===== config.mk =====
export PLATFORM = sky130hd
export DESIGN_NAME = count4down_load
export DESIGN_NICKNAME = d
export VERILOG_FILES = /design/src/rtl/count4down_load.sv
export SDC_FILE = /design/constraint.sdc
export NUM_CORES = 1
export LEC_CHECK = 0
export CAP_MARGIN = 15
export CELL_PAD_IN_SITES_DETAIL_PLACEMENT = 1
export CELL_PAD_IN_SITES_GLOBAL_PLACEMENT = 2
export CORE_ASPECT_RATIO = 1.2
export CORE_MARGIN = 2
export CORE_UTILIZATION = 26
export CTS_CLUSTER_DIAMETER = 200
export DETAILED_ROUTE_END_ITERATION = 16
export PLACE_DENSITY_LB_ADDON = 0.1
export SYNTH_ARGS = -nofsm -noshare
export SYNTH_HDL_FRONTEND = slang
export SYNTH_SLANG_ARGS = --single-unit
export TNS_END_PERCENT = 20

===== constraint.sdc =====
create_clock -name clk -period 1.95 [get_ports clk]
set_input_delay 0.39 -clock clk [delete_from_list [all_inputs] [get_ports clk]]
set_output_delay 0.39 -clock clk [all_outputs]
set_load 0.005 [all_outputs]

===== src/rtl/count4down_load.sv =====
// -----------------------------------------------------------------------------
// count4down_load
//
// Loadable, programmable down counter used as an interval timer. A start
// value is loaded, the counter decrements on enabled cycles while running, and
// a one-cycle terminal-count pulse (tc) is produced when the count expires.
// Two modes are selected by 'reload' at the moment of expiry:
//   - one-shot   : q settles at 0, busy drops, done is set (sticky until load)
//   - auto-reload: q is reloaded from the last loaded value, counter keeps RUN
// Everything is synchronous to clk; there is no ripple clocking.
//
// Optional build macro: COUNT4DOWN_PRESCALE_EN
//   When defined, parameter PRESCALE is added and a decrement only happens on
//   every PRESCALE-th enabled cycle in RUN. When undefined, every enabled
//   cycle in RUN decrements and no prescaler hardware exists.
//
// Parameters:
//   WIDTH    - counter width in bits (2..16)
//   PRESCALE - enabled cycles per decrement (2..256), macro builds only
//
// Ports:
//   clk    in   clock, all state changes on the rising edge
//   clr    in   asynchronous active-low reset
//   load   in   synchronous load strobe (priority over en in every state)
//   d      in   load / reload value
//   en     in   count enable
//   reload in   1 = auto-reload at terminal count, 0 = one-shot
//   q      out  current count
//   qb     out  bitwise complement of q
//   tc     out  registered one-cycle terminal-count pulse
//   busy   out  high while counting (RUN)
//   done   out  one-shot completion flag, cleared by any load
// -----------------------------------------------------------------------------
module count4down_load #(
   parameter int WIDTH = 4
`ifdef COUNT4DOWN_PRESCALE_EN
   ,
   parameter int PRESCALE = 2
`endif
) (
   input  logic             clk,
   input  logic             clr,
   input  logic             load,
   input  logic [WIDTH-1:0] d,
   input  logic             en,
   input  logic             reload,
   output logic [WIDTH-1:0] q,
   output logic [WIDTH-1:0] qb,
   output logic             tc,
   output logic             busy,
   output logic             done
);

   typedef enum logic [1:0] {
      ST_IDLE = 2'd0,
      ST_RUN  = 2'd1,
      ST_DONE = 2'd2
   } state_t;

   localparam logic [WIDTH-1:0] ONE = WIDTH'(1);

   state_t           state_q, state_d;
   logic [WIDTH-1:0] count_q, count_d;
   logic [WIDTH-1:0] rv_q, rv_d;
   logic             tc_q, tc_d;

   // ps_tick marks an enabled RUN cycle that is allowed to decrement.
   logic             ps_tick;

`ifdef COUNT4DOWN_PRESCALE_EN
   localparam int              PS_W    = $clog2(PRESCALE);
   localparam logic [PS_W-1:0] PS_LAST = PS_W'(PRESCALE - 1);

   logic [PS_W-1:0] ps_q, ps_d;

   assign ps_tick = (ps_q == PS_LAST);

   // The prescaler only advances on enabled RUN cycles. It restarts on load,
   // and wraps to zero on the decrementing cycle, which also covers the
   // transition into DONE so a later run starts from a clean phase.
   always_comb begin
      ps_d = ps_q;
      if (load) begin
         ps_d = '0;
      end else if ((state_q == ST_RUN) && en) begin
         if (ps_tick) begin
            ps_d = '0;
         end else begin
            ps_d = ps_q + PS_W'(1);
         end
      end
   end

   always_ff @(posedge clk or negedge clr) begin
      if (!clr) begin
         ps_q <= '0;
      end else begin
         ps_q <= ps_d;
      end
   end
`else
   assign ps_tick = 1'b1;
`endif

   // Next-state logic. Load wins over everything; a load coinciding with a
   // terminal count therefore restarts the counter and leaves tc low.
   always_comb begin
      state_d = state_q;
      count_d = count_q;
      rv_d    = rv_q;
      tc_d    = 1'b0;

      if (load) begin
         count_d = d;
         rv_d    = d;
         // A zero load cannot produce any interval, so it parks in IDLE.
         state_d = (d != '0) ? ST_RUN : ST_IDLE;
      end else begin
         unique case (state_q)
            ST_RUN: begin
               if (en && ps_tick) begin
                  if (count_q == ONE) begin
                     // Expiry: 'reload' is only looked at here.
                     tc_d = 1'b1;
                     if (reload) begin
                        count_d = rv_q;
                     end else begin
                        count_d = '0;
                        state_d = ST_DONE;
                     end
                  end else begin
                     // count_q is never 0 in RUN, so this never wraps.
                     count_d = count_q - ONE;
                  end
               end
            end
            ST_DONE: begin
               count_d = '0;
            end
            default: begin
               // IDLE holds its value until the next load.
            end
         endcase
      end
   end

   always_ff @(posedge clk or negedge clr) begin
      if (!clr) begin
         state_q <= ST_IDLE;
         count_q <= '0;
         rv_q    <= '0;
         tc_q    <= 1'b0;
      end else begin
         state_q <= state_d;
         count_q <= count_d;
         rv_q    <= rv_d;
         tc_q    <= tc_d;
      end
   end

   assign q    = count_q;
   assign tc   = tc_q;
   assign busy = (state_q == ST_RUN);
   assign done = (state_q == ST_DONE);

   genvar gi;
   generate
      for (gi = 0; gi < WIDTH; gi++) begin : g_qb
         assign qb[gi] = ~count_q[gi];
      end
   endgenerate

endmodule


==> out/summary.txt <==
Gate count after technology mapping - 62
Clock net sink count - 11
First-pass GRT wire length - 3.31 mm
Critical Path RT - 1.56 ns
Minimum clock period - 1.86 ns
Ys async rst share - 1.00
Final period util - 0.955
Inserted Clock Buffers - 3
Final Setup Violations - 0
Worst-Margin Slew - 0.536 ns
CTS tree - yes
Worst skew pair latency - 0.27 ns
Buffer count from post-CTS setup fixing - 0
Startpoint types - register
Most common cell in the netlist - dfrtp_1
Post-synthesis cell area - 634 um^2
Leak pwr - 0.376 nW
DIE AREA - 2850 um^2
Max Root-Sink Buffers - 2
Gr ovfl total - 0
Share of cells above drive strength 1 - 0.182
M1 wire length - 805 um
Core Box Area - 2310 um^2
Root Buffer - clkbuf_4
DIE WIDTH - 49.1 um
Crit-path cells - and2b_4, clkdlybuf4s50_1
Starting Density - 0.275
Synth cell count leaders - dfrtp_1 (11), inv_1 (6), nand2_1 (5)
Worst Reg-to-Reg Cells - 6
Cell taking the most area after synthesis - dfrtp_1
Ranking of synthesized cells by area - dfrtp_1 (43%), mux2_2 (5.3%), ha_1 (3.9%), inv_1 (3.6%), a211oi_4 (3.2%)
CP max stage cell - clkdlybuf4s50_1
Sequential area share after synthesis - 0.434
Routed Antenna Nets - 0
Hold Crit Class - primary input to async pin
Synth unique cells - 30
Multi-input gate area - 323 um^2
Cts hold-fix bufs - 0
Max Cap Viol - 0
Number of flops mapped to enable cells by yosys - 0
Top_reg_cell synth - dfrtp_1
Rel. slew slack - 0.641
Inserted Diodes - 0
Top-area cell type share of the netlist area - 0.434
Row count - 19
Crit end category - output pin
Worst endpoint data arrival time - 1.47 ns
Area growth syn-to-layout - 45.2%
Vias per inst - 5.11
Largest net degree at the start of global routing - 12
Syn Area/Cell - 10.2 um^2
HPWL after detailed placement - 1.47 mm
Port bufs - 19
Filler cells - 278
DRC - 0
Initial DRC Count - 15
Routability cong. - 0.783
CP delay by family, top - buffers and inverters
Worst Path Buf+Inv - 1
Final nets - 100
Post-Route Skew - 0.00341 ns
Worst R2R End - q[2]
CTS clk-pin slew, worst paths - 0.07 ns
WS Path Type - register to output pin
FF+latch area - 275 um^2
F_max - 0.537 GHz
WL per Instance - 15.6 um
Initial antenna violation count - 0
Vias after detailed routing - 608
Ys Warns - 0
Post-CTS sizing - 0
Status - completed
IO Count - 20
Final hold violation count - 0
Post-Route WL - 1.85 mm
Via count of the first global-routing pass - 668
Chip Height - 58.1 um
Final Max Slew Viols - 0
Synth Register Bits - 11
Top sig layer - met4
TNS Setup - 0 ns
Met3 wire len - 64 um
Pwr/cell area - 830 nW/um^2
RR Startpoint - q[1]
Total Power - 764 uW
GRT Util Overall - 0.155
RSZ-0062 raised after global routing - false
Max rail drop VDD - 0.000416 V
Flop2flop setup slack - 0.17 ns
Syn nets - 73
Met2 wire length - 937 um
Crit path max fanout - 4
First drt pass iteration count - 4
CTS H-tree depth - 1
Crit-path max cell delay - 0.51 ns
==> per-layer routing <==
metal / vias to the layer above / global-route usage
li1: 281 / -
met5: - / 0
met2: 14 / 0.263
met3: 5 / 0.0206
met1: 308 / 0.185
met4: 0 / 0.0980
==> stage by stage <==
step           area (um^2)   util  std cells  hold WS (ns)  setup slack (ns)
3_5_place_dp           895  0.388        115         0.511             0.113
2_1_floorplan          634      -         62        0.0944             0.335
6_report               921  0.399        119         0.462            0.0877
3_3_place_gp           895  0.388        115         0.496             0.136
5_1_grt                921  0.399        119         0.502            0.0190
4_1_cts                921  0.399        119         0.478            0.0642
==> how the worst max path moves through the flow <==
stage | startpoint | end | slack (ns) | cells after the start
global route | state_q[1] | busy | 0.02 | 2
floorplan | q[1] | q[2] | 0.33 | 6
global placement | load | q[0] | 0.14 | 5
CTS | state_q[1] | busy | 0.06 | 2
finish | state_q[1] | busy | 0.09 | 2
detailed placement | load | q[0] | 0.11 | 5
==> sequential cells by signal, summed over array words and instances (netlist names) <==
name,flops
tc,1
q,4
rv_q,4
state_q,2
==> layout make-up <==
class / instances / area share
clock buffers: 4 / 0.0285
inverters: 6 / 0.0245
multi-input cells: 42 / 0.351
flip-flops and latches: 11 / 0.299
well taps: 31 / 0.0421
repair buffers: 25 / 0.255
==> where the power goes <==
group / internal [mW] / switching, mW / leakage [nW] / total [mW]
logic: 0.177 / 0.127 / 0.227 / 0.305
clock network: 0.0794 / 0.0826 / 0.0150 / 0.162
registers: 0.260 / 0.0376 / 0.134 / 0.298
==> placed cells by master, fill, tap and decap left out, types with 2 or more instances in the layout <==
cell type         n
o41ai_1           2
a21oi_1           3
a22oi_1           2
inv_1             6
dfrtp_1          11
buf_4             6
nor2_1            3
ha_1              2
o21ai_1           2
o21ai_0           2
a2111oi_0         2
nand2_1           5
mux2_2            3
clkbuf_4          3
clkdlybuf4s50_1  19
==> worst register-to-register path, stage by stage, from the launching register on <==
cell	delay, ns
dfrtp_1	0.38
inv_1	0.12
ha_1	0.21
nor3b_4	0.36
a21boi_1	0.22
a2111oi_1	0.07
o32a_1	0.30
==> logic make-up after synthesis <==
family | count (synthesis) | synth area share
multiplexers | 3 | 0.0533
adder cells (fa/ha/maj) | 2 | 0.0394
buffers and inverters | 9 | 0.0572
AO/OA/AOI/OAI | 22 | 0.270
AND/OR/NAND/NOR | 15 | 0.146
flip-flops | 11 | 0.434
Power figures use the tool's default switching activity.
